===== src/rtl/prefetch88_pkg.sv =====
// rtl/prefetch88_pkg.sv - shared declarations for the 8088 prefetch queue
package prefetch88_pkg;

  localparam logic [15:0] DEF_RESET_CS = 16'hF000;
  localparam logic [15:0] DEF_RESET_IP = 16'h0000;

  // Real-mode linear address: seg*16 + off, truncated to the 20-bit bus
  function automatic logic [19:0] linear_addr(input logic [15:0] seg, input logic [15:0] off);
    return {seg, 4'h0} + {4'h0, off};
  endfunction

endpackage


===== src/rtl/prefetch_fifo.sv =====
// rtl/prefetch_fifo.sv - DEPTH x 8 byte queue with push/pop/clear, show-ahead head
module prefetch_fifo
  import prefetch88_pkg::*;
#(
  parameter int DEPTH = 4,
  localparam int AW = $clog2(DEPTH),
  localparam int CW = AW + 1
) (
  input  logic          clock,
  input  logic          reset,
  input  logic          enable,
  input  logic          clear,
  input  logic          push,
  input  logic          pop,
  input  logic [7:0]    wdata,
  output logic [7:0]    rdata,
  output logic [CW-1:0] count
);

  logic [7:0]    mem [DEPTH];
  logic [AW-1:0] wptr;
  logic [AW-1:0] rptr;

  // Pointer and occupancy bookkeeping; clear has priority over push/pop
  always_ff @(posedge clock) begin
    if (enable) begin
      if (reset || clear) begin
        wptr  <= '0;
        rptr  <= '0;
        count <= '0;
      end else begin
        if (push) wptr <= wptr + AW'(1);
        if (pop)  rptr <= rptr + AW'(1);
        case ({push, pop})
          2'b10:   count <= count + CW'(1);
          2'b01:   count <= count - CW'(1);
          default: count <= count;
        endcase
      end
    end
  end

  // Byte storage is deliberately left unreset; only the pointers define validity
  always_ff @(posedge clock) begin
    if (enable && push && !reset && !clear) begin
      mem[wptr] <= wdata;
    end
  end

  assign rdata = mem[rptr];

endmodule


===== src/rtl/prefetch88.sv =====
// rtl/prefetch88.sv - instruction prefetch queue feeding the opcode/modrm decoder
module prefetch88
  import prefetch88_pkg::*;
#(
  parameter int          DEPTH    = 4,
  parameter logic [15:0] RESET_CS = DEF_RESET_CS,
  parameter logic [15:0] RESET_IP = DEF_RESET_IP
) (
  input  logic                     clock,
  input  logic                     reset,
  input  logic                     locked,
  input  logic                     bus_busy,
  output logic [19:0]              fetch_addr,
  input  logic [7:0]               bus,
  output logic                     q_valid,
  output logic [7:0]               q_byte,
  output logic [15:0]              q_ip,
  input  logic                     q_pop,
  output logic [$clog2(DEPTH):0]   q_count,
  input  logic                     flush,
  input  logic [15:0]              flush_cs,
  input  logic [15:0]              flush_ip
);

  localparam int CW = $clog2(DEPTH) + 1;

  logic [15:0]   fcs;
  logic [15:0]   fip;
  logic [15:0]   hip;
  logic [CW-1:0] count;
  logic          push_eff;
  logic          pop_eff;

  // Fetch only into free space (no same-cycle pop lookahead); pop only a held byte
  always_comb begin
    push_eff = !bus_busy && (count < CW'(DEPTH));
    pop_eff  = q_pop && (count != '0);
  end

  // Fetch segment/offset and head offset; flush redirects and realigns both offsets
  always_ff @(posedge clock) begin
    if (locked) begin
      if (reset) begin
        fcs <= RESET_CS;
        fip <= RESET_IP;
        hip <= RESET_IP;
      end else if (flush) begin
        fcs <= flush_cs;
        fip <= flush_ip;
        hip <= flush_ip;
      end else begin
        if (push_eff) fip <= fip + 16'd1;
        if (pop_eff)  hip <= hip + 16'd1;
      end
    end
  end

  prefetch_fifo #(.DEPTH(DEPTH)) u_fifo (
    .clock (clock),
    .reset (reset),
    .enable(locked),
    .clear (flush),
    .push  (push_eff),
    .pop   (pop_eff),
    .wdata (bus),
    .rdata (q_byte),
    .count (count)
  );

  assign fetch_addr = linear_addr(fcs, fip);
  assign q_valid    = (count != '0);
  assign q_ip       = hip;
  assign q_count    = count;

  // Bytes between head and fetch pointer are exactly the queued bytes
  a_offset_gap : assert property (@(posedge clock) disable iff (reset)
    (fip - hip) == 16'(count));

endmodule

===== config.mk =====
export PLATFORM = sky130hd
export DESIGN_NAME = prefetch88
export DESIGN_NICKNAME = d
export VERILOG_FILES = /design/src/rtl/prefetch88_pkg.sv /design/src/rtl/prefetch_fifo.sv /design/src/rtl/prefetch88.sv
export SDC_FILE = /design/constraint.sdc
export NUM_CORES = 1
export LEC_CHECK = 0
export ABC_AREA = 0
export BUFFER_PORTS_ARGS = -buffer_cell sky130_fd_sc_hd__buf_4
export CAP_MARGIN = 20
export CORE_MARGIN = 2
export CORE_UTILIZATION = 55
export DETAILED_ROUTE_END_ITERATION = 10
export HOLD_SLACK_MARGIN = 0.05
export PLACE_DENSITY = 0.8
export SETUP_SLACK_MARGIN = 0.02
export SYNTH_ARGS = -nofsm -noshare
export SYNTH_HDL_FRONTEND = slang
export SYNTH_SLANG_ARGS = --single-unit

===== constraint.sdc =====
create_clock -name clock -period 4.65 [get_ports clock]
set_clock_uncertainty 0.15 [all_clocks]
set_input_delay 0.465 -clock clock [delete_from_list [all_inputs] [get_ports clock]]
set_output_delay 0.465 -clock clock [all_outputs]
set_load 0.02 [all_outputs]

---- Word level (Yosys, flattened, before mapping) ----
Memories as Yosys holds them, arrays and structs flattened. A register that Yosys moved wholly into a read port is not among the register bits.
Index checks and enable logic that the tools add are counted.
word-level totals
  bits in registers ....................... 55
  latch bits .............................. 0
  bits in writable memories ............... 32
  bits in read-only memories .............. 0
  input bits .............................. 46
  output and inout port bits .............. 48
  word-level logic and storage cells ...... 51
  memories ................................ 1
cells by class
  $add $sub $neg .......................... 7
  multiply operators ...................... 0
  div/mod/pow operators ................... 0
  magnitude comparators ................... 1
  equal/unequal tests ..................... 2
  shifts and indexed selects .............. 0
  mux-type cells .......................... 12
  bitwise gates (word level) .............. 0
  reductions and logical operators ........ 22
memories
  name        depth  width  read ports  clocked after memory_dff  wr ports  line                 RTL
  u_fifo.mem  4      8      1           1                         1         prefetch_fifo.sv:20  logic [7:0] mem [DEPTH];
operator list
  operator                 number
  $mux W16                 5
  $add A16 B1 Y16 const B  2
  $add A20 B16 Y20         1
  $reduce_and A2 Y1        6
  $reduce_bool A3 Y1       4
  $mux W2                  4
  $pmux W3 S2              1
  $reduce_bool A2 Y1       3
  $logic_and A1 B1 Y1      5
  $add A2 B1 Y2 const B    2
  $add A3 B1 Y3 const B    1
  $logic_not A1 Y1         3
  $lt A3 B3 Y1 const B     1
  $sub A3 B1 Y3 const B    1
  $eq A2 B1 Y1 const B     1
  $eq A2 B2 Y1 const B     1
  $mux W1                  2
  $logic_or A1 B1 Y1       1

---- Depth between registers and ports, before layout ----
  depth after elaboration ................. 7
  depth in mapped cells ................... 8
  gate-level depth less buffers ........... 8

---- By module ----
A second synthesis with hierarchy kept.
second synthesis, totals
  cells, all modules ...................... 417
  area total of the unflattened synthesis .. 5031.1 um2
by module, submodules not included
  module         times used  cells an instance  area an instance (um2)  seq. area each (um2)
  prefetch88     1           326                3333.2                  1441.4
  prefetch_fifo  1           91                 1697.9                  1211.2

---- Least setup slack after synthesis ----
Ideal clock, no wire load.
  path type ............................... register to output
  start point ............................. register fip[4]
  end point ............................... output port fetch_addr[18]
  data arrival time ....................... 2.073 ns
  required time ........................... 4.035 ns
  path slack .............................. 1.962 ns
  stages on the path, launching flop included .. 9
  path buffers ............................ 0
  cells stage by stage .................... edfxtp_1 ha_1 inv_1 fa_1 nand2b_1 a21oi_1 nor2_1 o31ai_2 xor2_1
between the ends
  cells in the longest elaborated chain, start to end .. 1
RTL lines
  element                   line                 RTL
  start: declaration        prefetch88.sv:28     logic [15:0] fip;
  start signal: assignment  prefetch88.sv:49     fip <= flush_ip;
  start signal: assignment  prefetch88.sv:52     if (push_eff) fip <= fip + 16'd1;
  $add A20 B16 Y20          prefetch88_pkg.sv:9  return {seg, 4'h0} + {4'h0, off};
  end: declaration          prefetch88.sv:13     output logic [19:0] fetch_addr,
No other way between the ends.

---- Worst setup path in the final report ----
Ends and elaborated chain as after synthesis.

==> flow_summary.ini <==
[status]
outcome = completed

[synthesis]
synth_edf_count = 87
synth_area_per_cell_um2 = 12.5
async_reset_ff_share_pct = 0
synthCells = 386
yosysSeqAreaShare_pct = 55.0
ys_types = 53
synth_warnings = 0
syn_area_um2 = 4820
yosys_register_bits = 89
syn-num-nets = 453
synth_ff_type = edfxtp_1

[grt]
overflow = 0
first_global_vias = 3076
grt_max_degree = 41
grt.total_usage_pct = 20.3
gr-usage-met2_pct = 31.4
grt.busiest_layer = met2
antenna_found_initial = 0
grt_pass1_wl_mm = 15.2
grtUsageMet1_pct = 29.2
grtUsageMet3_pct = 3.67

[detailed_routing]
avgRoutedWirePerCell_um = 16.4
drc_errors = 0
drt_iter0_drc = 159
drtAntennaViolNets = 0
detailroute.via_count = 3232
routed_via_density = 5.51
dr.pass1.iters = 4
wirelength_mm = 9.60

[sta]
setup_viol = 0
fin_crit_ps = 3200
worst_pin_slew_ps = 951
period_share_pct = 68.9
max_freq_mhz = 312
grt_setup_unrepaired = no
slew_violations = 0
timing.setup.tns_ps = 0
timing.slew.headroom_pct = 36.5
hold_viol_final = 0

[power]
leakagePower_nw = 2.19
total_power_mw = 1.92
p_per_area_nw_per_um2 = 334
peakVddDrop_mv = 0.170

[critical_path]
crit_chain = ha_1 > inv_1 > fa_1 > nand2b_1 > a21oi_1 > nor2_1 > o31ai_2 > xor2_1 > buf_4
slowest_stage = edfxtp_1
cpLargestDelayFamily = adder cells
crit_required_ps = 4030
crit_fanout = 4
start_kind = register
end_kind = primary output
worst-setup-path-type = register to primary output
path_buf_inv = 2
critical_path.max_stage_delay_ps = 420
critPathArrivalTime_ps = 2590

[cts]
numClockSinks = 89
cts-root-buf = clkbuf_8
cts_hold_buf = 0
clk_pin_slew_ps = 100
cts_setup_buffers = 0
htreeDepth = 3
clk-insertion-delay-late_ps = 360
post_cts_resized = 0
clock_path_buffers = 2
cts_tree = done
numCtsBuffers = 9

[placement]
placed_area_um2 = 5580
port_buffers = 93
hpwl_mm = 7.09
routabilityCongestion = 0.787
dp.cells = 571

[hold_path]
hp-class = input port to register

[layout]
drive_gt1_share_pct = 29.9
final_cells = 587
fin_util_pct = 67.0
final_area_um2 = 5760
finalNetCount = 541
num_antenna_cells = 0
syn_to_final_growth_pct = 19.4

[floorplan]
die_area_um2 = 9530
die_h_um = 97.6
rows = 34
core-area_um2 = 8590
ios = 94
initial_utilization_pct = 56.1
die_w_um = 97.6

[job]
maxCapViolCount = 0
-- synth_stat cells, types with 7 or more instances --
library cell | number | share of area (%)
edfxtp_1 | 87 | 54
xor2_1 | 15 | 2.7
nand2_1 | 18 | 1.4
and2_1 | 7 | 0.91
inv_1 | 27 | 2.1
a21boi_1 | 10 | 1.6
mux4_2 | 8 | 3.7
a21oi_1 | 26 | 2.7
nor2b_1 | 14 | 1.8
ha_1 | 19 | 4.9
nor2_1 | 24 | 1.9
xnor2_1 | 28 | 5.1
-- final timing paths --
path / start / endpoint / slack (ps) / depth (start not counted)
hold / removal: bus[7] / u_fifo.mem[2][7]$_DFFE_PP_ / 140 / 1
hold reg to reg: u_fifo.rptr[1]$_SDFFCE_PN0P_ / register / 400 / 1
setup / recovery: fip[4]$_SDFFCE_PP0P_ / fetch_addr[18] / 1450 / 9
setup reg to reg: u_fifo.count[1]$_SDFFCE_PN0P_ / u_fifo.count[2]$_SDFFCE_PN0P_ / 2370 / 4
-- per-stage QoR --
stage	hold WS (ps)	setup slack, ps
final	142	1450
after global routing	123	1230
after CTS	126	1420
after detailed placement	378	1830
after global placement	350	1900
after floorplan	333	1960
-- per-layer routing --
| layer | wire length (µm) | vias to the layer above |
|---|---|---|
| met3 | 504 | 4 |
| met1 | 4500 | 1551 |
| li1 | - | 1580 |
| met5 | 0 | - |
| met4 | 73 | 0 |
| met2 | 4530 | 97 |
-- cell families after synthesis --
| logic type | Yosys count | synth area share (%) |
|---|---|---|
| mux | 8 | 3.74 |
| compound gates | 80 | 11.7 |
| fa+ha+maj | 21 | 5.76 |
| simple gates | 102 | 12.2 |
| flops | 89 | 55.0 |
| buf+inv | 43 | 3.76 |
| xor+xnor | 43 | 7.81 |
-- sequential cells by signal, summed over array words and instances, names as in the netlist, named ones only --
signal	flops
q_ip	16
fip	16
u_fifo.rptr	2
u_fifo.count	3
u_fifo.wptr	2
u_fifo.mem	32
fcs	16
-- where the power goes --
part / internal [mW] / switching (mW) / leakage, nW
sequential: 0.931 / 0.0428 / 0.845
combinational: 0.200 / 0.244 / 1.25
clock: 0.205 / 0.298 / 0.0929
total: 1.34 / 0.585 / 2.19
-- area by class of cell --
cell class                      count  area, µm²
Fill cell                         636       2840
Sequential cell                    89       2650
Multi-Input combinational cell    254       1990
Timing Repair Buffer               93        698
Tap cell                          108        135
Clock buffer                        9        124
Inverter                           27        101
Clock inverter                      7       58.8
-- cells in the final DEF, fill, tap and decap left out, drive strengths merged, types with 14 or more instances in the layout --
| master | n |
|---|---|
| buf | 93 |
| edfxtp | 87 |
| inv | 32 |
| xnor2 | 28 |
| a21oi | 27 |
| nor2 | 26 |
| ha | 19 |
| nand2 | 18 |
| a21boi | 16 |
| xor2 | 15 |
| nor2b | 14 |
Power figures use the tool's default switching activity.
